===== config.mk =====
export PLATFORM = sky130hd
export DESIGN_NAME = control_sequencer
export DESIGN_NICKNAME = d
export VERILOG_FILES = /design/src/rtl/control_sequencer.sv
export SDC_FILE = /design/constraint.sdc
export NUM_CORES = 1
export LEC_CHECK = 0
export CORE_UTILIZATION = 30
export CTS_CLUSTER_SIZE = 24
export DETAILED_ROUTE_END_ITERATION = 8
export PLACE_DENSITY = 0.61
export SETUP_SLACK_MARGIN = 0.15
export SLEW_MARGIN = 0
export SYNTH_ARGS = -nofsm -noshare
export SYNTH_HDL_FRONTEND = slang
export SYNTH_SLANG_ARGS = --single-unit

===== constraint.sdc =====
create_clock -name clk -period 3.36 [get_ports clk]
set_input_delay 0.336 -clock clk [delete_from_list [all_inputs] [get_ports clk]]
set_output_delay 0.336 -clock clk [all_outputs]
set_load 0.01 [all_outputs]

===== src/rtl/control_sequencer.sv =====
// Microcoded T-state sequencer for an 8-bit SAP-style CPU; optional CTRL_COND_JUMP_EN enables JC/JZ.
// Latency: ctrl_word is a zero-latency decode of step/opcode/flags; state advances one step per clk.
// Backpressure: none; the sequencer free-runs once out of reset and parks in HALT on HLT.
module control_sequencer #(
    parameter int N = 8
) (
    input  logic             clk,
    input  logic             clear_n,
    input  logic [N/2-1:0]   opcode,
    input  logic             carry_flag,
    input  logic             zero_flag,
    output logic [15:0]      ctrl_word,
    output logic [2:0]       step,
    output logic             halted
);

    localparam int OPW = N / 2;

    localparam logic [2:0] ST_T0   = 3'd0;
    localparam logic [2:0] ST_T1   = 3'd1;
    localparam logic [2:0] ST_T2   = 3'd2;
    localparam logic [2:0] ST_T3   = 3'd3;
    localparam logic [2:0] ST_T4   = 3'd4;
    localparam logic [2:0] ST_HALT = 3'd5;

    localparam logic [15:0] C_HALT       = 16'h0001;
    localparam logic [15:0] C_MAR_LOAD   = 16'h0002;
    localparam logic [15:0] C_RAM_LOAD   = 16'h0004;
    localparam logic [15:0] C_RAM_OUT    = 16'h0008;
    localparam logic [15:0] C_IR_LOAD    = 16'h0010;
    localparam logic [15:0] C_IR_OUT     = 16'h0020;
    localparam logic [15:0] C_A_LOAD     = 16'h0040;
    localparam logic [15:0] C_A_OUT      = 16'h0080;
    localparam logic [15:0] C_ALU_OUT    = 16'h0100;
    localparam logic [15:0] C_ALU_SUB    = 16'h0200;
    localparam logic [15:0] C_B_LOAD     = 16'h0400;
    localparam logic [15:0] C_OUT_LOAD   = 16'h0800;
    localparam logic [15:0] C_PC_INC     = 16'h1000;
    localparam logic [15:0] C_PC_OUT     = 16'h2000;
    localparam logic [15:0] C_PC_LOAD    = 16'h4000;
    localparam logic [15:0] C_FLAGS_LOAD = 16'h8000;

    localparam logic [OPW-1:0] OP_LDA = OPW'(4'h1);
    localparam logic [OPW-1:0] OP_ADD = OPW'(4'h2);
    localparam logic [OPW-1:0] OP_SUB = OPW'(4'h3);
    localparam logic [OPW-1:0] OP_STA = OPW'(4'h4);
    localparam logic [OPW-1:0] OP_LDI = OPW'(4'h5);
    localparam logic [OPW-1:0] OP_JMP = OPW'(4'h6);
    localparam logic [OPW-1:0] OP_JC  = OPW'(4'h7);
    localparam logic [OPW-1:0] OP_JZ  = OPW'(4'h8);
    localparam logic [OPW-1:0] OP_OUT = OPW'(4'hE);
    localparam logic [OPW-1:0] OP_HLT = OPW'(4'hF);

    logic [2:0]  state_q, state_d;
    logic        run_q, run_d;
    logic [2:0]  nxt;
    logic [15:0] ctrl;

`ifdef CTRL_COND_JUMP_EN
    logic jc_take, jz_take;
    assign jc_take = carry_flag;
    assign jz_take = zero_flag;
`else
    logic unused_flags;
    assign unused_flags = carry_flag ^ zero_flag;
`endif

    always_comb begin
        ctrl = 16'h0000;
        nxt  = ST_T0;
        case (state_q)
            ST_T0: begin
                ctrl = C_PC_OUT | C_MAR_LOAD;
                nxt  = ST_T1;
            end
            ST_T1: begin
                ctrl = C_RAM_OUT | C_IR_LOAD | C_PC_INC;
                nxt  = ST_T2;
            end
            ST_T2: begin
                // flags only ever influence the decode here, in T2
                case (opcode)
                    OP_LDA, OP_ADD, OP_SUB, OP_STA: begin
                        ctrl = C_IR_OUT | C_MAR_LOAD;
                        nxt  = ST_T3;
                    end
                    OP_LDI: ctrl = C_IR_OUT | C_A_LOAD;
                    OP_JMP: ctrl = C_IR_OUT | C_PC_LOAD;
`ifdef CTRL_COND_JUMP_EN
                    OP_JC:  ctrl = C_IR_OUT | (jc_take ? C_PC_LOAD : 16'h0000);
                    OP_JZ:  ctrl = C_IR_OUT | (jz_take ? C_PC_LOAD : 16'h0000);
`endif
                    OP_OUT: ctrl = C_A_OUT | C_OUT_LOAD;
                    OP_HLT: begin
                        ctrl = C_HALT;
                        nxt  = ST_HALT;
                    end
                    default: ctrl = 16'h0000;
                endcase
            end
            ST_T3: begin
                case (opcode)
                    OP_LDA: ctrl = C_RAM_OUT | C_A_LOAD;
                    OP_ADD, OP_SUB: begin
                        ctrl = C_RAM_OUT | C_B_LOAD;
                        nxt  = ST_T4;
                    end
                    OP_STA: ctrl = C_A_OUT | C_RAM_LOAD;
                    default: ctrl = 16'h0000;
                endcase
            end
            ST_T4: begin
                if (opcode == OP_ADD || opcode == OP_SUB)
                    ctrl = C_ALU_OUT | C_A_LOAD | C_FLAGS_LOAD |
                           ((opcode == OP_SUB) ? C_ALU_SUB : 16'h0000);
            end
            ST_HALT: begin
                ctrl = C_HALT;
                nxt  = ST_HALT;
            end
            default: nxt = ST_T0;
        endcase
    end

    // run_q holds the sequencer in T0 for the first edge after reset release
    always_comb begin
        run_d   = 1'b1;
        state_d = run_q ? nxt : ST_T0;
    end

    always_ff @(posedge clk or negedge clear_n) begin
        if (!clear_n) begin
            state_q <= ST_T0;
            run_q   <= 1'b0;
        end else begin
            state_q <= state_d;
            run_q   <= run_d;
        end
    end

    assign ctrl_word = clear_n ? ctrl : 16'h0000;
    assign halted    = clear_n && (state_q == ST_HALT);
    assign step      = (!clear_n || state_q == ST_HALT) ? 3'd0 : state_q;

endmodule


Yosys cells after proc, flatten, opt, wreduce, memory -nomap -nowiden
Cells that the tools add are included.
Storage, ports and cells
  bits of input ports: 8
  output and inout bits: 20
  register bits after elaboration: 4
Operators by class
  reductions and logical operators: 7
  equality and inequality tests: 13
  muxes and demuxes: 11
Operators with widths (number)
  $pmux 16 s6: 1
  $pmux 15 s5: 1
  $pmux 11 s3: 1
  $mux 16: 2
  $pmux 3 s5: 1
  $eq 4x3->1 const B: 3
  $mux 10: 1
  $mux 3: 3
  $eq 4x2->1 const B: 2
  $eq 4x4->1 const B: 2
  $eq 3x2->1 const B: 2
  $eq 3x3->1 const B: 2
  $pmux 3 s2: 1
  $eq 4x1->1 const B: 1
  $reduce_or 4->1: 1
  $eq 3x1->1 const B: 1
  $logic_not 3->1: 1
  $logic_or 1x1->1: 2
  $reduce_or 2->1: 1
  $logic_and 1x1->1: 1
  $logic_not 1->1: 1

Longest topological paths before layout
  depth after elaboration: 5
  depth in mapped cells: 4

Least setup slack after synthesis
OpenSTA, ideal clock, no wires.
  path kind: flip-flop to output port
  start point: reg state_q[1]
  end point: out ctrl_word[9]
  arrival: 1.498 ns
  cell stages (with the launch flop): 5
  data required time: 3.024 ns
  slack: 1.526 ns
  path through: dfrtp_1 > buf_4 > nand2b_1 > nor4_1 > and2_1
Between the ends
  longest elaborated chain between the ends: 3
  elaborated cells between the ends (all ways): 8
  classes of those cells: eq/ne (5); mux (2); reduce/logical (1)
RTL lines
  start: declaration: RTL line 54  | logic [2:0] state_q, state_d;
  start signal: assignment: RTL line 136  | state_q <= state_d;
  $eq 3x3->1, or another cell as far along: RTL line 71  | case (state_q)
  $pmux 16 s6 (*): RTL line 71
  $mux 16 (*): RTL line 141  | assign ctrl_word = clear_n ? ctrl : 16'h0000;
  end: declaration: RTL line 12  | output logic [15:0] ctrl_word,
Every way passes the cells marked *; elsewhere a longest branch is shown, timed or not.

Worst setup path in the final report
  start point: in opcode[1]
  end point: out ctrl_word[6]
Between the ends
  longest elaborated chain between the ends: 5
  elaborated cells between the ends (all ways): 16
  classes of those cells: eq/ne (8); mux (5); reduce/logical (3)
RTL lines
  start: declaration: RTL line 9  | input logic [N/2-1:0] opcode,
  $eq 4x2->1, or another cell as far along: RTL line 82, 102, 113
  $reduce_or 4->1, or another cell as far along: RTL line 82  | case (opcode)
  $pmux 15 s5, or another cell as far along: RTL line 82
  $pmux 16 s6 (*): RTL line 71
  $mux 16 (*): RTL line 141
Marks and branches as above.

==> flow_metrics.tcl <==
set metrics [dict create \
    status "complete, but fails checks" \
    failed_checks "design-rule violations" \
    reg2reg_slack_ns 1.88 \
    cts_htree_levels 1 \
    fin_setup_tns_ns 0 \
    num_antenna_cells 0 \
    design.final.nets 108 \
    initial_utilization_pct 33.25 \
    mostFrequentLayoutCells "clkdlybuf4s50_1, nand2_1, nor2_1" \
    muxShareOfSynthArea_pct 0 \
    final_common_cell "clkdlybuf4s50_1" \
    final-max-slew-violation-count 0 \
    hold-worst-slack_ns 0.5186 \
    critPathArrivalTime_ns 2.39 \
    grt_pass1_vias 495 \
    synth.cell_area_um2 524.3 \
    synth_simple_gate_area_share_pct 47.49 \
    clock_tree.buffer_depth 2 \
    layout-area-overhead-vs-synth_pct 48.21 \
    synth_flop_cell "dfrtp_1" \
    holdCritStartpoint "run_q" \
    critical_path.reg2reg.startpoint "state_q[2]" \
    clk_pin_slew_ns 0.04 \
    net-switching-power_uw 64.38 \
    setup_viol 0 \
    ys_warn_count 0 \
    drc 3 \
    buffer_ports.inserted 25 \
    drtIter0Drc 8 \
    routed-via-count 605 \
    worst_setup_path_start_kind "input pin" \
    r2r-end "state_q[0]" \
    worst_ep_required_time_ns 3.02 \
    fin_area_um2 777.0 \
    setup.worst_path.class "in2out" \
    path_max_fanout 12 \
    die_height_um 43.81 \
    gp_congestion 0.7909 \
    maxCapViolCount 0 \
    power.leakage_uw 0.0002867 \
    clockPowerShare_pct 29.3 \
    die-width_um 43.81 \
    rr_worst_depth 3 \
    postSynth.asyncResetShare_pct 100.0 \
    cts_hold_buf 0 \
    post_dp_cell_area_um2 754.5 \
    number_of_vias_per_cell 5.307 \
    netSwitchingFraction_pct 33.01 \
    core_area_um2 1577 \
    drt_first_pass_iters 6 \
    tritoncts "done" \
    final.fill_count 163 \
    synthDistinctLibCells 32 \
    grt_remaining_overflow 0 \
    ant_nets 0 \
    finClkSkew_ns 0.0006404 \
    synth_compound_area_share_pct 17.66 \
    synth-edff-count 0 \
    top_level_ports 28 \
    main_combinational_cell_family_by_area_after_synthesis "simple AND/OR/NAND/NOR gates" \
    cell_depth_of_the_worst_min_delay_path 1 \
    timing.final.crit_share_pct 81.08 \
    cts_inserted_buffers 3 \
    netlist_instances 77 \
    power.share.sequential_pct 32.5 \
    timing.critical_path.from "opcode[1]" \
    multi_input_comb_area_um2 354.1 \
    power.combinational.fraction_pct 38.2 \
    grt_start_max_net_pins 15 \
    detailed_place_hpwl_mm 1.025 \
    power_density_nw_per_um2 251.0 \
    drive_above_1_share_pct 7.143 \
    post_cts.resized_instances 0 \
    layout_min_cycle_time_ns 2.724 \
    worstSkewPairLatency_ns 0.23 \
    cts-root-buf "clkbuf_4" \
    yosys.area_share.adder_pct 0 \
    grt_antenna_before_repair 0 \
    avgRoutedWirePerCell_um 11.90 \
    min_delay_worst_endpoint "state_q[2]" \
    p_int_uw 130.6 \
    first_pass_grt_wire_length_mm 2.263 \
    post_cts.repair.setup_buffers 0 \
    seq_area_um2 100.1 \
    hold_violations 0 \
    synthXorXnorAreaFrac_pct 1.671 \
    wl_mm 1.357 \
    fp-row-count 14 \
    synth-seq-cells 4 \
    rsz0062_at_grt "false" \
    die_area_um2 1919 \
    grtUsageTotal_pct 15.62 \
    worst_voltage_drop_across_the_vdd_grid_mv 0.1617 \
    synth_fp_nets 85 \
    hold_path.class "reg2reg" \
    clock_sink_count 4 \
    end_kind "output pin" \
    synth_sequential_area_ratio_pct 19.09 \
    maxClockFrequency_ghz 0.3671 \
    syn_avg_cell_area_um2 6.808 \
]
## worst max-delay path by stage
stage,cells after the start,endpoint,slack (ns)
floorplan,4,ctrl_word[9],1.53
global placement,4,ctrl_word[6],0.66
detailed placement,4,ctrl_word[6],0.63
CTS,4,ctrl_word[6],0.63
global route,5,ctrl_word[0],0.50
finish,5,ctrl_word[6],0.64
## power groups by stage
| stage | combinational [uW] | sequential [uW] | clock, uW |
|---|---|---|---|
| detailed placement | 74.6 | 63.9 | 0 |
| global route | 82.6 | 65.0 | 62.2 |
| global placement | 74.4 | 63.8 | 0 |
| finish | 74.5 | 63.4 | 57.2 |
| floorplan | 52.7 | 55.2 | 0 |
| CTS | 74.9 | 63.3 | 61.3 |
## synth_stat cells (all sizes together) (2+ instances only)
cell type / instances / share of area, %
or3b: 2 / 3.3
dfrtp: 4 / 19
nor3: 4 / 3.8
or4: 4 / 5.7
inv: 4 / 2.9
a21oi: 4 / 3.8
nor4: 3 / 3.6
nand3: 2 / 1.9
or3: 2 / 2.4
o21ai: 3 / 2.9
nand2b: 5 / 6.0
and2: 2 / 2.4
and3: 3 / 3.6
nand2: 9 / 6.4
nor2: 6 / 4.3
buf: 8 / 9.8
## metal layers
layer  vias up  wire length [um]  GRT usage (%)
met5         -                 0              0
met4         0                 0          5.625
met3         0                77         0.4167
met2        18               629          24.18
met1       274               650          23.04
li1        313                 -              -
## sequential cells by signal (all words and copies together), names as in the netlist
signal / cells
state_q: 3
run_q: 1
## metrics by stage
stage	instances	total power [uW]	worst slack, ns	util [%]
3_5_place_dp	111	138.5	0.6345	47.86
5_1_grt	114	209.8	0.4970	49.29
4_1_cts	114	199.4	0.6333	49.29
2_1_floorplan	77	107.9	1.526	-
3_3_place_gp	111	138.2	0.6617	47.86
6_report	114	195.0	0.6357	49.29
## kinds of logic (layout without fill, tap and decap cells)
group,count (synthesis),after routing
and+or+nand+nor,45,45
AOI/OAI and AO/OA,13,13
other,1,1
xor gates and xnor gates,1,1
DFF,4,4
buffers and inverters,13,34
## final cells by class
class	count	share of cell area [%]
repair buffers	27	34.14
flip-flops and latches	4	12.88
inverters	4	1.932
clock buffers	3	2.899
multi-input cells	60	45.57
well taps	16	2.576
## critical path, stage by stage
cell and delay [ns]:
clkdlybuf4s50_1 0.69, nand2b_1 0.17, or3_1 0.39, a221oi_2 0.23, clkdlybuf4s50_1 0.57
Power figures use the tool's default switching activity.
